**src/rtl/sal_rd_resp.sv**
```systemverilog
// ============================================================================
// sal_rd_resp -- read-response path of the SAL DDR2 controller.
//
// Pairs DFI read beats (which cannot be back-pressured) with the AXI IDs that
// the scheduler pushes for every issued read command, and presents the result
// as AXI R bursts of BURST_LEN beats with RID/RLAST. Tags are served strictly
// in issue order.
//
// Ports:
//   clk, rst            controller clock, asynchronous active-high reset
//   rd_tag_valid/_id    scheduler pushes one AXI ID per read command
//   rd_tag_ready        tag FIFO not full (low while in reset)
//   dfi_rddata_valid    DFI read beat strobe
//   dfi_rddata          DFI read beat
//   dfi_rddata_par      per-byte even parity (only with SAL_RD_RESP_PARITY_EN)
//   rvalid/rready       AXI R handshake
//   rid/rdata/rresp/rlast  AXI R payload
//   err_orphan          sticky: beat arrived with no outstanding command
//   err_overflow        sticky: beat arrived with the data FIFO full
//
// Handshake: a beat transfers on a cycle where rvalid && rready at the rising
// clock edge; once rvalid is high the payload holds until that transfer.
//
// Configuration macro: SAL_RD_RESP_PARITY_EN -- when defined, a parity bit per
// data byte is stored with each beat and checked on output; a mismatch turns
// that beat's rresp into SLVERR (2'b10). When undefined, rresp is always OKAY.
// ============================================================================
module sal_rd_resp #(
    parameter int ID_WIDTH   = 4,
    parameter int DATA_WIDTH = 64,
    parameter int BURST_LEN  = 4,
    parameter int TAG_DEPTH  = 8
) (
    input  logic                  clk,
    input  logic                  rst,
    input  logic                  rd_tag_valid,
    input  logic [ID_WIDTH-1:0]   rd_tag_id,
    output logic                  rd_tag_ready,
    input  logic                  dfi_rddata_valid,
    input  logic [DATA_WIDTH-1:0] dfi_rddata,
`ifdef SAL_RD_RESP_PARITY_EN
    input  logic [DATA_WIDTH/8-1:0] dfi_rddata_par,
`endif
    output logic                  rvalid,
    input  logic                  rready,
    output logic [ID_WIDTH-1:0]   rid,
    output logic [DATA_WIDTH-1:0] rdata,
    output logic [1:0]            rresp,
    output logic                  rlast,
    output logic                  err_orphan,
    output logic                  err_overflow
);

    localparam int DATA_DEPTH = TAG_DEPTH * BURST_LEN;
    localparam int TAG_AW     = $clog2(TAG_DEPTH);
    localparam int DATA_AW    = $clog2(DATA_DEPTH);
    localparam int BEAT_W     = $clog2(BURST_LEN);
    localparam int OUT_W      = DATA_AW + 1;

    localparam logic [BEAT_W-1:0] LAST_BEAT = BEAT_W'(BURST_LEN - 1);
    localparam logic [OUT_W-1:0]  BL_INC    = OUT_W'(BURST_LEN);
    localparam logic [OUT_W-1:0]  ONE_DEC   = OUT_W'(1);

    // ------------------------------------------------------------------
    // Storage and pointers (pointers carry one extra wrap bit)
    // ------------------------------------------------------------------
    logic [ID_WIDTH-1:0]   r_tag_mem [TAG_DEPTH];
    logic [TAG_AW:0]       r_tag_wr;
    logic [TAG_AW:0]       r_tag_rd;

    logic [DATA_WIDTH-1:0] r_dat_mem [DATA_DEPTH];
    logic [DATA_AW:0]      r_dat_wr;
    logic [DATA_AW:0]      r_dat_rd;
`ifdef SAL_RD_RESP_PARITY_EN
    logic [DATA_WIDTH/8-1:0] r_par_mem [DATA_DEPTH];
`endif

    logic [OUT_W-1:0]      r_out_cnt;   // DFI beats still owed to pushed tags
    logic [BEAT_W-1:0]     r_beat_cnt;  // position inside the current R burst
    logic                  r_live;      // low only until the first edge after reset
    logic                  r_err_orphan;
    logic                  r_err_overflow;

    logic w_tag_empty, w_tag_full, w_dat_empty, w_dat_full;
    logic w_tag_push, w_tag_pop, w_dat_push, w_dat_pop;
    logic w_rvalid, w_last_beat, w_orphan, w_overflow, w_beat_owed;
    logic [OUT_W-1:0] w_out_nxt;

    assign w_tag_empty = (r_tag_wr == r_tag_rd);
    assign w_tag_full  = (r_tag_wr[TAG_AW] != r_tag_rd[TAG_AW]) &&
                         (r_tag_wr[TAG_AW-1:0] == r_tag_rd[TAG_AW-1:0]);
    assign w_dat_empty = (r_dat_wr == r_dat_rd);
    assign w_dat_full  = (r_dat_wr[DATA_AW] != r_dat_rd[DATA_AW]) &&
                         (r_dat_wr[DATA_AW-1:0] == r_dat_rd[DATA_AW-1:0]);

    assign rd_tag_ready = r_live && !w_tag_full;
    assign w_tag_push   = rd_tag_valid && rd_tag_ready;

    assign w_rvalid    = !w_dat_empty && !w_tag_empty;
    assign w_last_beat = (r_beat_cnt == LAST_BEAT);
    assign w_dat_pop   = w_rvalid && rready;
    assign w_tag_pop   = w_dat_pop && w_last_beat;

    // A beat is only accepted if some pushed tag still expects data. When the
    // data FIFO is full, a same-cycle pop frees the slot being written.
    assign w_beat_owed = (r_out_cnt != '0);
    assign w_orphan    = dfi_rddata_valid && !w_beat_owed;
    assign w_overflow  = dfi_rddata_valid && w_beat_owed && w_dat_full && !w_dat_pop;
    assign w_dat_push  = dfi_rddata_valid && w_beat_owed && (!w_dat_full || w_dat_pop);

    always_comb begin
        w_out_nxt = r_out_cnt;
        if (w_tag_push) w_out_nxt = w_out_nxt + BL_INC;
        if (w_dat_push) w_out_nxt = w_out_nxt - ONE_DEC;
    end

    // ------------------------------------------------------------------
    // Memories (no reset needed; pointers define validity)
    // ------------------------------------------------------------------
    always_ff @(posedge clk) begin
        if (w_tag_push) r_tag_mem[r_tag_wr[TAG_AW-1:0]] <= rd_tag_id;
        if (w_dat_push) r_dat_mem[r_dat_wr[DATA_AW-1:0]] <= dfi_rddata;
`ifdef SAL_RD_RESP_PARITY_EN
        if (w_dat_push) r_par_mem[r_dat_wr[DATA_AW-1:0]] <= dfi_rddata_par;
`endif
    end

    // ------------------------------------------------------------------
    // Control state
    // ------------------------------------------------------------------
    always_ff @(posedge clk or posedge rst) begin
        if (rst) begin
            r_tag_wr       <= '0;
            r_tag_rd       <= '0;
            r_dat_wr       <= '0;
            r_dat_rd       <= '0;
            r_out_cnt      <= '0;
            r_beat_cnt     <= '0;
            r_live         <= 1'b0;
            r_err_orphan   <= 1'b0;
            r_err_overflow <= 1'b0;
        end else begin
            r_live    <= 1'b1;
            r_out_cnt <= w_out_nxt;
            if (w_tag_push) r_tag_wr <= r_tag_wr + 1'b1;
            if (w_tag_pop)  r_tag_rd <= r_tag_rd + 1'b1;
            if (w_dat_push) r_dat_wr <= r_dat_wr + 1'b1;
            if (w_dat_pop) begin
                r_dat_rd   <= r_dat_rd + 1'b1;
                r_beat_cnt <= r_beat_cnt + 1'b1;  // BURST_LEN is a power of 2: wraps
            end
            if (w_orphan)   r_err_orphan   <= 1'b1;
            if (w_overflow) r_err_overflow <= 1'b1;
        end
    end

    // ------------------------------------------------------------------
    // R channel outputs; payload forced to zero while nothing is valid
    // ------------------------------------------------------------------
    assign rvalid       = w_rvalid;
    assign rid          = w_rvalid ? r_tag_mem[r_tag_rd[TAG_AW-1:0]] : '0;
    assign rdata        = w_rvalid ? r_dat_mem[r_dat_rd[DATA_AW-1:0]] : '0;
    assign rlast        = w_rvalid && w_last_beat;
    assign err_orphan   = r_err_orphan;
    assign err_overflow = r_err_overflow;

`ifdef SAL_RD_RESP_PARITY_EN
    logic [DATA_WIDTH/8-1:0] w_head_par;
    logic                    w_par_err;

    assign w_head_par = r_par_mem[r_dat_rd[DATA_AW-1:0]];

    // Even parity: each data byte together with its parity bit has an even
    // number of ones.
    always_comb begin
        w_par_err = 1'b0;
        for (int b = 0; b < DATA_WIDTH / 8; b++) begin
            if ((^r_dat_mem[r_dat_rd[DATA_AW-1:0]][b*8 +: 8]) != w_head_par[b])
                w_par_err = 1'b1;
        end
    end

    assign rresp = (w_rvalid && w_par_err) ? 2'b10 : 2'b00;
`else
    assign rresp = 2'b00;
`endif

endmodule

```
**config.mk**
```make
export PLATFORM = sky130hd
export DESIGN_NAME = sal_rd_resp
export DESIGN_NICKNAME = d
export VERILOG_FILES = /design/src/rtl/sal_rd_resp.sv
export SDC_FILE = /design/constraint.sdc
export NUM_CORES = 2
export LEC_CHECK = 0
export ABC_AREA = 1
export BUFFER_PORTS_ARGS = -buffer_cell sky130_fd_sc_hd__buf_4
export CORE_MARGIN = 2
export CORE_UTILIZATION = 60
export DETAILED_ROUTE_END_ITERATION = 10
export GPL_ROUTABILITY_DRIVEN = 0
export PLACE_DENSITY = 0.77
export SYNTH_ARGS = -nofsm -noshare
export SYNTH_HDL_FRONTEND = slang
export SYNTH_SLANG_ARGS = --single-unit
```
**constraint.sdc**
```tcl
create_clock -name clk -period 8.81 [get_ports clk]
set_input_delay 0.881 -clock clk [delete_from_list [all_inputs] [get_ports clk]]
set_output_delay 0.881 -clock clk [all_outputs]
set_load 0.03 [all_outputs]
```
==> impl_results.md <==
- Arrival time at the worst endpoint: 5.71 ns
- P_int: 19.1 mW
- Via count: 55,100
- Share of the synthesized area in the top cell type: 74.7%
- Die X: 377 um
- WP data required: 7.93 ns
- Initial antenna violation count: 11
- Logic pwr share: 35.8%
- Most frequent cells in the layout: 2,080 x edfxtp_1, 1,405 x nand2_1, 596 x nor2_1, 575 x o21ai_0, 530 x a21oi_1
- Mapped Cells: 6,462
- Sw Pwr: 12.2 mW
- Max-Cap Viols: 0
- Placed insts: 8,067
- Routed wire per std cell: 26.6 um
- Number of synthesized register bits: 2,111
- Worst Max-Slew Pin Slew: 1.43 ns
- Final setup margin: 2.22 ns
- Total power: 31.3 mW
- TritonCTS Sinks: 2,111
- Crit path from: r_dat_rd[0]$_DFFE_PP0P_
- Highest Clock Rate: 152 MHz
- Vias in the first global route: 52,300
- Layout area overhead: 10.0%
- Period utilization: 74.8%
- Nets: 6,558
- Crit start category: register
- Clock skew: 0.0346 ns
- DP HPWL: 105,000 um
- DRT iter0 DRCs: 8,655
- Post-synth EDFFs: 2,080
- Num CTS Buffers: 199
- Post-CTS Setup Inserts: 0
- Metal-1 WL: 80,800 um
- IO Port Bufs: 145
- Peak supply drop: 0.451 mV
- Leftover overflow at the end of global routing: 0
- Leak: 30.8 nW
- Power Dens Cells: 340 mW/mm^2
- Clock power share: 25.9%
- Core area: 0.138 mm^2
- Netlist Area Pre-Place: 0.0836 mm^2
- Outcome: finished, final reports clean
- Net Sw Frac: 38.9%
- Asr flop ratio synth: 1.47%
- Synth area leader: edfxtp_1
- Top Layer Used: met5
- CTS tree: yes
- Unrepaired setup endpoints after global routing: false
- Top cells by area, synth: edfxtp_1 75%, nand2_1 6.3%, o21ai_0 3.4%
- Sequential share of the synthesized area: 75.7%
- Drt total wl: 224,000 um
- Synth cell types: 42
- Slew Limit Fails: 0
- Reg2reg setup slack: 3.70 ns
- Fin Setup TNS: 0 ns
- Worst Setup End Kind: output port
- Critical path type: register to output port
- Post-CTS sizing: 0
- Period minus WS final: 6.59 ns
- Storage cell area: 0.0632 mm^2
- Hold Buf Count CTS: 0
- H-tree depth: 4
- Final Non-Filler Cells: 8,435
- Most common cell after layout, fill and taps aside: edfxtp_1
- Detail Route met2 WL: 106,000 um
- CTS clk-pin slew, worst paths: 0.06 ns
- Final Hold Viols: 0
- Flop pwr share: 38.4%
- Final Setup Violations: 0
- Die Y: 377 um
- DP Area: 0.0858 mm^2
- Die area: 0.142 mm^2
- Vias per cell: 6.53
- Area of the multi-input gates: 0.0183 mm^2
- Maximum fanout along the worst path: 230
- Layout cell share with drive strength beyond 1: 8.49%
- Final ANT Viol Nets: 0
- Ys flop type: edfxtp_1
- FP Rows: 136
- Wire length on met3: 27,800 um
- Final Cell Area: 0.0920 mm^2
- Top-level port count: 148
- Reg-to-reg critical path startpoint: r_dat_rd[3]$_DFFE_PP0P_
- Fillers: 9,152
- Latest clock arrival within the worst-skew pair: 0.85 ns
- DRC: 0
- Root buffer cell: clkbuf_16
- Yosys warns: 0
- Pin count of the biggest net entering global routing: 231
- Global-route wire length before repair: 329,000 um
- Gr usage total: 31.2%
- Initial Utilization: 60.6%
- Hold Crit Class: input port to async pin
- Clock Tree Buf Depth: 3
- Rel. slew slack: 4.28%
- Setup Slack @ Placement: 3.38 ns
- Avg Inst Size Synth: 12.9 um^2
- Pre-Repair DR Iteration Count: 9
## cells in the mapped netlist (3+ instances only)
cell type,number
buf_2,137
o211ai_1,70
mux2i_1,58
buf_4,27
nor2_1,627
inv_4,3
nand2_1,1406
dfrtp_1,31
a21oi_1,530
nand2_4,4
nand3_1,80
nor2_2,4
a32o_1,4
clkbuf_1,208
buf_6,34
inv_1,37
o21ai_0,575
nor3_1,176
o21ai_1,7
o22ai_1,270
ha_1,11
nand4_1,7
o221ai_1,11
xor2_1,20
inv_2,5
buf_1,16
edfxtp_1,2080
a32oi_1,4
## per-layer routing
metal,vias to the layer above,global-route usage [%]
met4,8,13.0
met1,26800,42.6
met3,653,6.08
met2,4099,49.6
met5,-,0
li1,23500,-
## metrics by stage
step | util, % | hold WS (ns)
final | 66.7 | 0.146
after floorplan | - | 0.453
after detailed placement | 62.3 | 0.482
after CTS | 66.7 | 0.122
after global routing | 66.7 | 0.156
after global placement | 62.3 | 0.463
## power groups by stage
stage | Sequential (mW) | Clock (mW) | Combinational (mW)
floorplan | 12.1 | 0 | 7.44
global placement | 12.2 | 0 | 10.7
detailed placement | 12.2 | 0 | 10.9
CTS | 12.0 | 8.10 | 11.0
global route | 12.1 | 8.49 | 11.9
finish | 12.0 | 8.09 | 11.2
## critical path: stages (launching register included)
cell	delay (ns)
dfrtp_4	0.79
inv_16	0.50
buf_12	0.69
buf_4	0.86
o21ai_0	0.24
o22ai_1	0.25
nand2_1	0.11
nand2_1	0.10
nand3_1	0.07
a21oi_1	0.58
buf_4	0.28
## cells by family (layout without fill, tap and decap cells)
family                   count (synthesis)  in the layout  synth area share [%]
adder cells (fa/ha/maj)                 11             11                 0.165
buffers and inverters                  471            641                  2.80
multiplexers                            58             58                 0.695
AND/OR/NAND/NOR                       2312           2312                  10.9
other                                    2             11               0.00898
AO/OA/AOI/OAI                         1475           1475                  9.55
flip-flops                            2111           2111                  75.7
XOR/XNOR                                22             22                 0.231
## flip-flops by register name, indices dropped and copies added, names as in the netlist
signal / cells
r_live: 1
r_tag_wr: 4
r_dat_rd: 6
r_out_cnt: 6
r_beat_cnt: 2
r_dat_wr: 6
r_tag_mem: 32
r_dat_mem: 2048
err_overflow: 1
err_orphan: 1
r_tag_rd: 4
## final timing paths
check | to | depth (start not counted)
worst max-delay path | rdata[39] | 10
worst min-delay path | err_orphan$_DFFE_PP0P_ | 3
worst min register to register | r_tag_wr[3]$_DFFE_PP0P_ | 1
max in group asynchronous | r_dat_rd[3]$_DFFE_PP0P_ | 3
min in group clk | r_tag_mem[5][0]$_DFFE_PP_ | 1
worst max register to register | r_dat_mem[13][32]$_DFFE_PP_ | 11
## final cells by class
class                   count  area share [%]
flip-flops and latches   2111            68.8
repair buffers            235            2.01
inverters                  46           0.249
well taps                1794            2.44
diodes                      8          0.0218
clock inverters           114           0.901
clock buffers             246            5.73
multi-input cells        3881            19.9
Note: power is estimated with default switching activity, not from simulation.
